## config.mk

```make
export PLATFORM = sky130hd
export DESIGN_NAME = cave_input
export DESIGN_NICKNAME = d
export VERILOG_FILES = /design/src/rtl/cave_input_pkg.sv /design/src/rtl/cave_input_coin_stretch.sv /design/src/rtl/cave_input.sv
export SDC_FILE = /design/constraint.sdc
export NUM_CORES = 1
export LEC_CHECK = 0
export BUFFER_PORTS_ARGS = -buffer_cell sky130_fd_sc_hd__clkbuf_2
export CAP_MARGIN = 40
export CORE_MARGIN = 2
export CORE_UTILIZATION = 34
export CTS_CLUSTER_SIZE = 28
export DETAILED_ROUTE_END_ITERATION = 10
export PLACE_DENSITY = 0.63
export SLEW_MARGIN = 30
export SYNTH_ARGS = -nofsm -noshare
export SYNTH_HDL_FRONTEND = slang
export SYNTH_SLANG_ARGS = --single-unit
```

## constraint.sdc

```tcl
create_clock -name clock -period 4.4 [get_ports clock]
set_input_delay 1.32 -clock clock [delete_from_list [all_inputs] [get_ports clock]]
set_output_delay 1.32 -clock clock [all_outputs]
set_load 0.02 [all_outputs]
```

## src/rtl/cave_input_pkg.sv

```systemverilog
// Shared definitions for the CAVE arcade input block: scan codes, player
// bit positions, the packed player word and small combinational helpers.
package cave_input_pkg;

   // Player word, LSB first: up, down, left, right, b1, b2, b3, start, coin, pause
   typedef logic [9:0] player_t;

   localparam int BIT_UP    = 0;
   localparam int BIT_DOWN  = 1;
   localparam int BIT_LEFT  = 2;
   localparam int BIT_RIGHT = 3;
   localparam int BIT_B1    = 4;
   localparam int BIT_B2    = 5;
   localparam int BIT_B3    = 6;
   localparam int BIT_START = 7;
   localparam int BIT_COIN  = 8;
   localparam int BIT_PAUSE = 9;

   // Player 1 keys
   localparam logic [7:0] SC_P1_UP    = 8'h75;
   localparam logic [7:0] SC_P1_DOWN  = 8'h72;
   localparam logic [7:0] SC_P1_LEFT  = 8'h6B;
   localparam logic [7:0] SC_P1_RIGHT = 8'h74;
   localparam logic [7:0] SC_P1_B1    = 8'h14;
   localparam logic [7:0] SC_P1_B2    = 8'h11;
   localparam logic [7:0] SC_P1_B3    = 8'h29;
   localparam logic [7:0] SC_P1_START = 8'h16;
   localparam logic [7:0] SC_P1_COIN  = 8'h2E;
   localparam logic [7:0] SC_P1_PAUSE = 8'h4D;
   // Player 2 keys (no pause key)
   localparam logic [7:0] SC_P2_UP    = 8'h2D;
   localparam logic [7:0] SC_P2_DOWN  = 8'h2B;
   localparam logic [7:0] SC_P2_LEFT  = 8'h23;
   localparam logic [7:0] SC_P2_RIGHT = 8'h34;
   localparam logic [7:0] SC_P2_B1    = 8'h1C;
   localparam logic [7:0] SC_P2_B2    = 8'h1B;
   localparam logic [7:0] SC_P2_B3    = 8'h15;
   localparam logic [7:0] SC_P2_START = 8'h1E;
   localparam logic [7:0] SC_P2_COIN  = 8'h36;
   // Service keys
   localparam logic [7:0] SC_SERVICE1 = 8'h46;
   localparam logic [7:0] SC_SERVICE2 = 8'h45;

   // Reorder the framework joystick word (right, left, down, up, b1..b3,
   // start, coin, pause) into the player word order.
   function automatic player_t joy_to_player(input logic [9:0] j);
      return {j[9], j[8], j[7], j[6], j[5], j[4], j[0], j[1], j[2], j[3]};
   endfunction

   // Opposing directions held together cancel to neutral.
   function automatic player_t socd(input player_t r);
      player_t o;
      o = r;
      if (r[BIT_UP] && r[BIT_DOWN]) begin
         o[BIT_UP]   = 1'b0;
         o[BIT_DOWN] = 1'b0;
      end
      if (r[BIT_LEFT] && r[BIT_RIGHT]) begin
         o[BIT_LEFT]  = 1'b0;
         o[BIT_RIGHT] = 1'b0;
      end
      return o;
   endfunction

endpackage

```

## src/rtl/cave_input_coin_stretch.sv

```systemverilog
// Coin pulse stretcher: holds a coin active for at least COIN_FRAMES frames
// so short pulses are never missed by a game polling once per frame.
module coin_stretch #(
   parameter int COIN_FRAMES = 3
) (
   input  logic clock,
   input  logic reset,
   input  logic coin,
   input  logic vblank_rise,
   output logic coin_out
);

   localparam logic [3:0] LOAD = 4'(COIN_FRAMES);

   logic       coin_q;
   logic [3:0] count;

   // Coin edge history and frame countdown; a new coin edge wins over a frame tick.
   always_ff @(posedge clock) begin
      // NOTE: sequential state uses non-blocking assignments so every register samples pre-edge values.
      if (reset) begin
         coin_q <= 1'b0;
         count  <= 4'd0;
      end else begin
         coin_q <= coin;
         if (coin && !coin_q)
            count <= LOAD;
         else if (vblank_rise && count != 4'd0)
            count <= count - 4'd1;
      end
   end

   assign coin_out = coin | (count != 4'd0);

endmodule

```

## src/rtl/cave_input.sv

```systemverilog
// CAVE input mapper: merges PS/2 keyboard and two joysticks into two player
// words plus service buttons, with SOCD cleaning and coin stretching.
module cave_input
   import cave_input_pkg::*;
#(
   parameter int COIN_FRAMES = 3
) (
   input  logic        clock,
   input  logic        reset,
   input  logic [10:0] ps2_key,
   input  logic [31:0] joystick_0,
   input  logic [31:0] joystick_1,
   input  logic        vblank,
   output player_t     p1,
   output player_t     p2,
   output logic        service1,
   output logic        service2
);

   logic    toggle_q;
   logic    vblank_q;
   player_t key_p1;
   player_t key_p2;
   logic    key_svc1;
   logic    key_svc2;
   player_t raw_p1;
   player_t raw_p2;
   player_t cooked_p1;
   player_t cooked_p2;
   logic    vblank_rise;
   logic    coin_p1;
   logic    coin_p2;
   logic    unused_inputs;

   // Key event decode: a change on the toggle bit delivers one make/break event.
   always_ff @(posedge clock) begin
      // Toggle history tracks the input even in reset so leaving reset is not an event.
      toggle_q <= ps2_key[10];
      if (reset) begin
         key_p1   <= '0;
         key_p2   <= '0;
         key_svc1 <= 1'b0;
         key_svc2 <= 1'b0;
      end else if (ps2_key[10] != toggle_q) begin
         case (ps2_key[7:0])
            SC_P1_UP:    key_p1[BIT_UP]    <= ps2_key[9];
            SC_P1_DOWN:  key_p1[BIT_DOWN]  <= ps2_key[9];
            SC_P1_LEFT:  key_p1[BIT_LEFT]  <= ps2_key[9];
            SC_P1_RIGHT: key_p1[BIT_RIGHT] <= ps2_key[9];
            SC_P1_B1:    key_p1[BIT_B1]    <= ps2_key[9];
            SC_P1_B2:    key_p1[BIT_B2]    <= ps2_key[9];
            SC_P1_B3:    key_p1[BIT_B3]    <= ps2_key[9];
            SC_P1_START: key_p1[BIT_START] <= ps2_key[9];
            SC_P1_COIN:  key_p1[BIT_COIN]  <= ps2_key[9];
            SC_P1_PAUSE: key_p1[BIT_PAUSE] <= ps2_key[9];
            SC_P2_UP:    key_p2[BIT_UP]    <= ps2_key[9];
            SC_P2_DOWN:  key_p2[BIT_DOWN]  <= ps2_key[9];
            SC_P2_LEFT:  key_p2[BIT_LEFT]  <= ps2_key[9];
            SC_P2_RIGHT: key_p2[BIT_RIGHT] <= ps2_key[9];
            SC_P2_B1:    key_p2[BIT_B1]    <= ps2_key[9];
            SC_P2_B2:    key_p2[BIT_B2]    <= ps2_key[9];
            SC_P2_B3:    key_p2[BIT_B3]    <= ps2_key[9];
            SC_P2_START: key_p2[BIT_START] <= ps2_key[9];
            SC_P2_COIN:  key_p2[BIT_COIN]  <= ps2_key[9];
            SC_SERVICE1: key_svc1          <= ps2_key[9];
            SC_SERVICE2: key_svc2          <= ps2_key[9];
            default: ;
         endcase
      end
   end

   // Frame marker edge detector shared by both coin stretchers.
   always_ff @(posedge clock) begin
      if (reset) vblank_q <= 1'b0;
      else       vblank_q <= vblank;
   end

   assign vblank_rise = vblank & ~vblank_q;

   // Player 2 has no pause key; its pause comes from the joystick alone.
   assign raw_p1 = key_p1 | joy_to_player(joystick_0[9:0]);
   assign raw_p2 = {1'b0, key_p2[8:0]} | joy_to_player(joystick_1[9:0]);

   coin_stretch #(.COIN_FRAMES(COIN_FRAMES)) u_coin_p1 (
      .clock      (clock),
      .reset      (reset),
      .coin       (raw_p1[BIT_COIN]),
      .vblank_rise(vblank_rise),
      .coin_out   (coin_p1)
   );

   coin_stretch #(.COIN_FRAMES(COIN_FRAMES)) u_coin_p2 (
      .clock      (clock),
      .reset      (reset),
      .coin       (raw_p2[BIT_COIN]),
      .vblank_rise(vblank_rise),
      .coin_out   (coin_p2)
   );

   // Substitute the stretched coin into each player word.
   always_comb begin
      // NOTE: every always_comb output gets a full default first so no path can infer a latch.
      cooked_p1           = raw_p1;
      cooked_p2           = raw_p2;
      cooked_p1[BIT_COIN] = coin_p1;
      cooked_p2[BIT_COIN] = coin_p2;
   end

   // Registered outputs with SOCD cleaning applied per player.
   always_ff @(posedge clock) begin
      if (reset) begin
         p1       <= '0;
         p2       <= '0;
         service1 <= 1'b0;
         service2 <= 1'b0;
      end else begin
         p1       <= socd(cooked_p1);
         p2       <= socd(cooked_p2);
         service1 <= key_svc1 | joystick_0[10];
         service2 <= key_svc2 | joystick_1[10];
      end
   end

   assign unused_inputs = ^{joystick_0[31:11], joystick_1[31:11], ps2_key[8]};

endmodule
```

==> qor.csv <==
metric,value,unit
status,"complete, no violations",
leakagePower,1.25,nW
synthCells,237,
r2r-start,u_coin_p2.count[0],
start_util,35.6,%
nNetsFinal,367,
clockBufferDepth,2,
grt_pass1_wl,7200,µm
fin_crit,2.19,ns
ff2ff_setup_slack,2.87,ns
r2r_end,u_coin_p2.count[3],
end_kind,flip-flop,
finalCritPeriodShare,49.7,%
drt_wl_total,4380,µm
drv_slew,0,
powerDensity,355,nW/µm²
slew_headroom,50.0,%
cts_buffers,5,
dieArea,7390,µm²
place_congestion,0.767,
drive_above_1_share,24.7,%
holdPathStages,1,
drt-initial-drc-count,64,
cts_sinks,55,
synthDistinctLibCells,30,
grt_pass1_vias,1579,
path_class,primary input to flip-flop,
max-cap-violations,0,
ir_drop,0.151,mV
cts_tree,yes,
drt_first_pass_iters,4,
final_area,2720,µm²
antenna_found_initial,0,
rows,29,
rsz0062_at_grt,no,
syn_nets,317,
hold_viol_final,0,
synth.top_cell.area_share,48.2,%
vias,1797,
track_usage,12.3,%
final_common_cell,clkbuf_2,
tightest_slew,0.750,ns
hold_class,flip-flop to flip-flop,
cts.hold.buffers_added,0,
fmax,0.457,GHz
crit_fanout,15,
postCtsSetupBuffers,0,
core_area,6420,µm²
grt_max_degree,53,
die_w,86.0,µm
cts-root-buf,clkbuf_8,
ys_ff_latch,55,
io_pins,100,
synth_largest_area_cell,dfxtp_1,
tns,0,ns
cp_data_arrival_time,2.35,ns
stdcell_count,364,
clk_pin_slew,0.09,ns
startpoint_type,primary input,
setup_slack,2.21,ns
drc,0,
setup_viol,0,
netlist_area,2280,µm²
ant_nets,0,
clkLatencyLatePin,0.30,ns
final_cell_mix,"clkbuf_2 (56), dfxtp_1 (55), nor2_1 (36), nand2b_1 (25), mux2i_1 (21)",
dp_hpwl,3010,µm
r2r_cells,5,
htreeDepth,2,
syn_avg_cell_area,9.63,µm²
drt-wirelength-per-cell,12.0,µm
syn2layout_area_growth,19.2,%
placedCellCount,357,
post_cts_resized,0,
ys_seq_area_share,48.2,%
cp-startpoint,ps2_key[5],
yosys_warnings,0,
synth.area.top_cells,"dfxtp_1 (48%), mux2i_1 (9.2%), nand2b_1 (6.8%)",
gr-total-overflow,0,
port_buffers,56,
diodes,0,
vias_per_cell,4.94,
skew,0.00442,ns
p_total,0.967,mW
required,4.56,ns
die_y,86.0,µm
endpoint,key_p2[0],
pre_cts_slack,1.91,ns
postPlaceCellArea,2620,µm²
==> state kept, by name, indices dropped and copies added, names as in the netlist <==
| name | count |
|---|---|
| vblank_q | 1 |
| key_svc2 | 1 |
| u_coin_p2.count | 4 |
| u_coin_p2.coin_q | 1 |
| key_svc1 | 1 |
| service1 | 1 |
| service2 | 1 |
| key_p1 | 10 |
| p2 | 10 |
| toggle_q | 1 |
| key_p2 | 9 |
| u_coin_p1.count | 4 |
| u_coin_p1.coin_q | 1 |
| p1 | 10 |
==> where the power goes <==
group	leakage, nW	total, mW	switching [mW]	internal [mW]
registers	0.451	0.523	0.00664	0.516
clock network	0.0513	0.323	0.156	0.167
logic	0.748	0.121	0.0707	0.0501
==> through the flow <==
stage	utilization, %	hold slack (ns)
5_1_grt	42.4	0.468
3_3_place_gp	40.8	0.434
3_5_place_dp	40.8	0.444
4_1_cts	42.4	0.459
2_1_floorplan	-	0.417
6_report	42.4	0.459
==> worst max-delay path, cell delays in order <==
cell and delay (ns):
clkbuf_2 0.21, nor4b_2 0.49, nand3_1 0.18, mux2i_1 0.15
==> metal layers <==
layer	track usage (%)	vias to the layer above	share of wire (%)
met5	0	-	0
met2	19.5	43	45
met3	3.95	6	5.1
li1	-	939	-
met4	4.76	0	1.7
met1	15.6	809	48
==> cell type report <==
class	instances	area (µm²)
clock buffers	6	72.6
fillers	654	3700
multi-input cells	161	1100
clock inverters	1	30.0
well taps	77	96.3
inverters	6	22.5
flip-flops and latches	55	1100
repair buffers	58	295
==> cell families (layout without fill, tap and decap cells) <==
kind of cell | Yosys count | in the layout | synth area share [%]
AND/OR/NAND/NOR | 113 | 113 | 31.3
flip-flops | 55 | 55 | 48.2
AO/OA/AOI/OAI | 24 | 24 | 6.36
multiplexers | 21 | 21 | 9.21
buffers and inverters | 21 | 71 | 3.45
adder cells (fa/ha/maj) | 2 | 2 | 1.10
XOR/XNOR | 1 | 1 | 0.384
==> worst min-delay path by stage <==
stage | from | endpoint
after floorplan | key_p1[1] | p1[0]
after global routing | key_p2[1] | p2[0]
final | key_p2[1] | p2[0]
after detailed placement | key_p2[1] | p2[0]
after CTS | key_p2[1] | p2[0]
after global placement | key_p1[3] | p1[2]
==> Yosys cell counts, drive strengths merged <==
cell	n
dfxtp	55
nor2	36
nand2b	25
mux2i	21
clkbuf	14
nand4b	10
o21ai	10
nand3	8
a21oi	6
inv	6
and4b	4
nor3b	4
nor4	4
nor4b	4
or3	4
or4	4
nand4	3
nor4bb	3
a311oi	2
a31oi	2
and4bb	2
ha	2
nor2b	2
o211a	2
o21bai	2
buf	1
xor2	1
No activity file was read; power rests on OpenSTA's default activity.
